[src/rtl/alu_share_pkg.sv]
// Shared types and sizes for the two-requester ALU time-share controller.
package alu_share_pkg;

    localparam int DATA_W  = 4;
    localparam int NUM_REQ = 2;

    typedef enum logic [1:0] {
        ADD = 2'b00,
        SUB = 2'b01,
        AND = 2'b10,
        OR  = 2'b11
    } alu_op_e;

    typedef enum logic [1:0] {
        IDLE = 2'b00,
        EXEC = 2'b01,
        RESP = 2'b10
    } ctrl_state_e;

endpackage

[src/rtl/alu4bit.sv]
// Combinational 4-bit ALU: ADD/SUB/AND/OR with carry (borrow on SUB).
module alu4bit
    import alu_share_pkg::*;
(
    input  logic [DATA_W-1:0] a,
    input  logic [DATA_W-1:0] b,
    input  alu_op_e           sel,
    output logic [DATA_W-1:0] result,
    output logic              carry
);

    logic [DATA_W:0] wide;

    always_comb begin
        wide = '0;
        case (sel)
            ADD:     wide = {1'b0, a} + {1'b0, b};
            // 5-bit subtract: the top bit is the borrow, set iff a < b
            SUB:     wide = {1'b0, a} - {1'b0, b};
            AND:     wide = {1'b0, a & b};
            OR:      wide = {1'b0, a | b};
            default: wide = '0;
        endcase
        result = wide[DATA_W-1:0];
        carry  = wide[DATA_W];
    end

endmodule

[src/rtl/alu_share_ctrl.sv]
// Round-robin scheduler time-sharing one alu4bit between two valid/ready
// requesters, one op in flight, tagged response channel and per-client counters.
module alu_share_ctrl
    import alu_share_pkg::*;
#(
    parameter int CNT_W = 8
) (
    input  logic               clk,
    input  logic               rst,
    input  logic [NUM_REQ-1:0] req_valid,
    output logic [NUM_REQ-1:0] req_ready,
    input  logic [DATA_W-1:0]  req0_a,
    input  logic [DATA_W-1:0]  req0_b,
    input  logic [1:0]         req0_sel,
    input  logic [DATA_W-1:0]  req1_a,
    input  logic [DATA_W-1:0]  req1_b,
    input  logic [1:0]         req1_sel,
    output logic               rsp_valid,
    input  logic               rsp_ready,
    output logic               rsp_id,
    output logic [DATA_W-1:0]  rsp_result,
    output logic               rsp_carry,
    output logic               busy,
    output logic [CNT_W-1:0]   done_cnt0,
    output logic [CNT_W-1:0]   done_cnt1
);

    // state | meaning
    // IDLE  | arbitrate; req_ready asserted combinationally for the grantee
    // EXEC  | ALU driven from captured operands; result registered at edge
    // RESP  | response held until rsp_ready, then count and rotate priority

    ctrl_state_e       state;
    logic              rr_ptr;
    logic [DATA_W-1:0] op_a;
    logic [DATA_W-1:0] op_b;
    alu_op_e           op_sel;
    logic              op_id;

    logic              grant;
    logic              grant_vld;
    logic [DATA_W-1:0] alu_result;
    logic              alu_carry;

    always_comb begin
        grant     = 1'b0;
        grant_vld = 1'b0;
        if (req_valid == 2'b11) begin
            grant     = rr_ptr;
            grant_vld = 1'b1;
        end else if (req_valid[0]) begin
            grant     = 1'b0;
            grant_vld = 1'b1;
        end else if (req_valid[1]) begin
            grant     = 1'b1;
            grant_vld = 1'b1;
        end
    end

    always_comb begin
        req_ready = 2'b00;
        if (state == IDLE && grant_vld)
            req_ready = grant ? 2'b10 : 2'b01;
    end

    assign busy = (state != IDLE);

    alu4bit u_alu (
        .a      (op_a),
        .b      (op_b),
        .sel    (op_sel),
        .result (alu_result),
        .carry  (alu_carry)
    );

    always_ff @(posedge clk) begin
        if (rst) begin
            state      <= IDLE;
            rr_ptr     <= 1'b0;
            op_a       <= '0;
            op_b       <= '0;
            op_sel     <= ADD;
            op_id      <= 1'b0;
            rsp_valid  <= 1'b0;
            rsp_id     <= 1'b0;
            rsp_result <= '0;
            rsp_carry  <= 1'b0;
            done_cnt0  <= '0;
            done_cnt1  <= '0;
        end else begin
            case (state)
                IDLE: begin
                    if (grant_vld) begin
                        op_a   <= grant ? req1_a : req0_a;
                        op_b   <= grant ? req1_b : req0_b;
                        op_sel <= alu_op_e'(grant ? req1_sel : req0_sel);
                        op_id  <= grant;
                        state  <= EXEC;
                    end
                end
                EXEC: begin
                    rsp_result <= alu_result;
                    rsp_carry  <= alu_carry;
                    rsp_id     <= op_id;
                    rsp_valid  <= 1'b1;
                    state      <= RESP;
                end
                RESP: begin
                    if (rsp_valid && rsp_ready) begin
                        rsp_valid <= 1'b0;
                        if (rsp_id)
                            done_cnt1 <= done_cnt1 + CNT_W'(1);
                        else
                            done_cnt0 <= done_cnt0 + CNT_W'(1);
                        // the requester just served drops to lower priority
                        rr_ptr <= ~rsp_id;
                        state  <= IDLE;
                    end
                end
                default: state <= IDLE;
            endcase
        end
    end

endmodule

[config.mk]
export PLATFORM = sky130hd
export DESIGN_NAME = alu_share_ctrl
export DESIGN_NICKNAME = d
export VERILOG_FILES = /design/src/rtl/alu_share_pkg.sv /design/src/rtl/alu4bit.sv /design/src/rtl/alu_share_ctrl.sv
export SDC_FILE = /design/constraint.sdc
export NUM_CORES = 1
export LEC_CHECK = 0
export BUFFER_PORTS_ARGS = -buffer_cell sky130_fd_sc_hd__buf_2
export CELL_PAD_IN_SITES_DETAIL_PLACEMENT = 1
export CELL_PAD_IN_SITES_GLOBAL_PLACEMENT = 1
export CORE_ASPECT_RATIO = 0.6
export CORE_UTILIZATION = 38
export CTS_CLUSTER_SIZE = 8
export DETAILED_ROUTE_END_ITERATION = 16
export GPL_TIMING_DRIVEN = 0
export HOLD_SLACK_MARGIN = 0.06
export MAX_ROUTING_LAYER = met4
export PLACE_DENSITY = 0.8
export SLEW_MARGIN = 20
export SYNTH_ARGS = -nofsm -noshare
export SYNTH_HDL_FRONTEND = slang
export SYNTH_SLANG_ARGS = --single-unit
[constraint.sdc]
create_clock -name clk -period 2.15 [get_ports clk]
set_clock_uncertainty 0.1 [all_clocks]
set_input_delay 0.43 -clock clk [delete_from_list [all_inputs] [get_ports clk]]
set_output_delay 0.43 -clock clk [all_outputs]
set_load 0.02 [all_outputs]
==> results.toml <==
[global_routing]
antenna_found_initial = 0
grt_max_degree = 13
grt_pass1_vias = 1691
grt_usage = 0.217
gr-total-overflow = 0
grt_pass1_wl_mm = 8.56

[pwr]
p_sw_frac = 0.278
p_total_mw = 1.88
internal_power_mw = 1.35
p_leak_nw = 0.973
power_density_nw_per_um2 = 797
vdd_drop_max_v = 0.000379
p_sw_mw = 0.523
power_frac_comb = 0.204
clkPwrFrac = 0.386
seqPwrFrac = 0.410

[placement]
gp_congestion = 0.798
dp_cells = 324
place_ws_ns = -0.0604
place_area_um2 = 2200
dpl.hpwl_mm = 3.93
numPortBuffers = 49

[worst_setup_path]
cp-start-kind = "flop"
cp.required_ns = 1.62
critPathMaxFanout = 10
crit_type = "reg2out"
crit_arrival_ns = 1.55
end_kind = "primary output"

[timing]
fmax_mhz = 480
rsz0062_at_grt = "no"
tightestPinTransition_ns = 0.600
fin_ws_ns = 0.0664
layout_min_cycle_time_ns = 2.08
setup_violations = 0
drv_slew = 0
max_slew_margin = 0.599
fin_crit_sh = 0.969
hold_viol_final = 0

[clock_network]
cts_buffers = 5
insertion_delay_ns = 0.29
hold_buffers = 0
root_buffer = "clkbuf_8"
cts_tree = "done"
clock_path_buffers = 2
path_clk_slew_ns = 0.08
cts_setup_buffers = 0
cts_num_sinks = 37
cts_max_level = 2

[floorplanning]
initial_core_util = 0.402
pin_count = 51
rows = 19
fp.dieH_um = 56.4
coreArea_um2 = 4660
dieWidth_um = 92.6
fp.dieArea_um2 = 5220

[logic_synthesis]
yosys.area_share.simple = 0.252
netlist.area_leader.share = 0.395
muxShareOfSynthArea = 0.00534
synthTopCellsByArea = "dfxtp_1 (40%), xnor2_1 (6.5%), nor2_1 (6.2%)"
synth_edf_count = 0
synthCells = 212
async_reset_ff_frac = 0
seq_area_frac_synth = 0.395
synth-xor-area-share = 0.0842
syn_avg_cell_area_um2 = 8.84
synth-compound-area-share = 0.136
synth_ff_type = "dfxtp_1"
syn-cell-area_um2 = 1870
synth_top_family_by_area = "simple AND/OR/NAND/NOR gates"
synthAdderAreaFrac = 0.0762
netlist-cell-type-count = 38
ys_seq_elements = 37
ys.warnings.count = 0
yosysTopAreaCell = "dfxtp_1"
synth_nets = 247

[run]
maxCapViolations = 0

[detailed_routing]
vias_per_cell = 5.29
vias = 1757
first_iter_violations = 127
drc_errors = 0
drtPass1Iterations = 4
wl_per_cell_um = 15.7
totalWireLength_mm = 5.22
ant_nets = 0

[final_layout]
fin_nets = 303
fin_cells = 332
areaGrowthSynthToFinish_pct = 25.8
design_area_um2 = 2360
n_antenna_cell = 0
drive_gt1_frac = 0.297

[worst_hold_path]
hold_path_class = "in2reg"

[run_status]
outcome = "finished, final reports clean"
final timing paths:
check / startpoint / cells after the start / slack [ns] / end
worst min register to register: rsp_result[2]$_SDFFE_PP0P_ / 2 / 0.36 / rsp_result[2]$_SDFFE_PP0P_
worst max register to register: op_b[0]$_SDFFE_PP0P_ / 9 / 0.10 / rsp_carry$_SDFFE_PP0P_
worst min-delay path: req1_b[2] / 3 / 0.30 / op_b[2]$_SDFFE_PP0P_
worst max-delay path: state[1]$_SDFFE_PP0P_ / 4 / 0.07 / req_ready[0]
cell families (layout without fill, tap and decap cells):
family / after synthesis / after routing
flip-flops: 37 / 37
adder cells (fa/ha/maj): 11 / 11
XOR/XNOR: 18 / 18
AND/OR/NAND/NOR: 87 / 87
multiplexers: 1 / 1
buffers and inverters: 20 / 77
AO/OA/AOI/OAI: 38 / 38
worst max-delay path, cell delays in order (launching register included):
cell,delay [ns]
dfxtp_1,0.39
or3b_4,0.43
a21oi_4,0.14
buf_6,0.15
buf_2,0.17
registers in the layout, summed over array words and instances (netlist names):
register / cells
done_cnt0: 8
done_cnt1: 8
op_a: 4
op_b: 4
op_id: 1
op_sel: 2
rr_ptr: 1
rsp_carry: 1
rsp_id: 1
rsp_result: 4
rsp_valid: 1
state: 2
synth_stat cells (2+ instances only):
| master | count |
|---|---|
| nand4_1 | 2 |
| nor4_2 | 2 |
| o211ai_1 | 3 |
| o21ai_0 | 6 |
| nor3_1 | 3 |
| ha_1 | 9 |
| a222oi_1 | 10 |
| nor2_1 | 31 |
| dfxtp_1 | 37 |
| xor2_1 | 4 |
| buf_2 | 4 |
| nor3_2 | 5 |
| inv_1 | 9 |
| clkbuf_1 | 4 |
| xnor2_1 | 14 |
| nand2_1 | 16 |
| or3_1 | 2 |
| nand3_1 | 11 |
| buf_6 | 2 |
| nor2b_1 | 2 |
| a21oi_1 | 15 |
| nand2b_1 | 4 |
| nand3b_1 | 2 |
power groups by stage:
stage          sequential, mW  combinational (mW)  clock (mW)
2_1_floorplan           0.790               0.242           0
3_3_place_gp            0.782               0.356           0
3_5_place_dp            0.783               0.369           0
4_1_cts                 0.768               0.375       0.735
5_1_grt                 0.775               0.420       0.766
6_report                0.770               0.383       0.724
cell type report:
type                            count  area [um^2]
Buffer                             11         61.3
Sequential cell                    37          746
Inverter                            9         33.8
Timing Repair Buffer               49          245
Clock inverter                      3         65.1
Clock buffer                        5         68.8
Tap cell                           63         78.8
Multi-Input combinational cell    155         1060
Fill cell                         603         2300
what timing repair did:
action / 4_1_cts / 5_1_grt
setup endpoints to repair: 1 / 2
gates resized for setup: 3 / 6
cloned: 0 / 0
pin swaps: 0 / 0
layer usage:
| layer | wire length [um] | global-route usage | vias to the layer above |
|---|---|---|---|
| li1 | - | - | 867 |
| met2 | 2100 | 0.299 | 44 |
| met5 | 0 | - | - |
| met4 | 44 | 0.0505 | 0 |
| met3 | 288 | 0.0556 | 5 |
| met1 | 2780 | 0.314 | 841 |
metrics by stage:
step           setup TNS [ns]  hold slack (ns)   util
2_1_floorplan               0            0.332      -
3_3_place_gp          -0.0118            0.343  0.472
3_5_place_dp          -0.0604            0.350  0.472
4_1_cts                     0            0.296  0.501
5_1_grt                     0            0.302  0.506
6_report                    0            0.299  0.506
cell usage in the layout (no fill, tap or decap), types with 9 or more instances in the layout:
cell	count
nand3_1	11
inv_1	9
ha_1	9
nand2_1	16
nor2_1	31
buf_2	53
a222oi_1	10
xnor2_1	14
a21oi_1	15
dfxtp_1	33
Note: power is estimated with default switching activity, not from simulation.
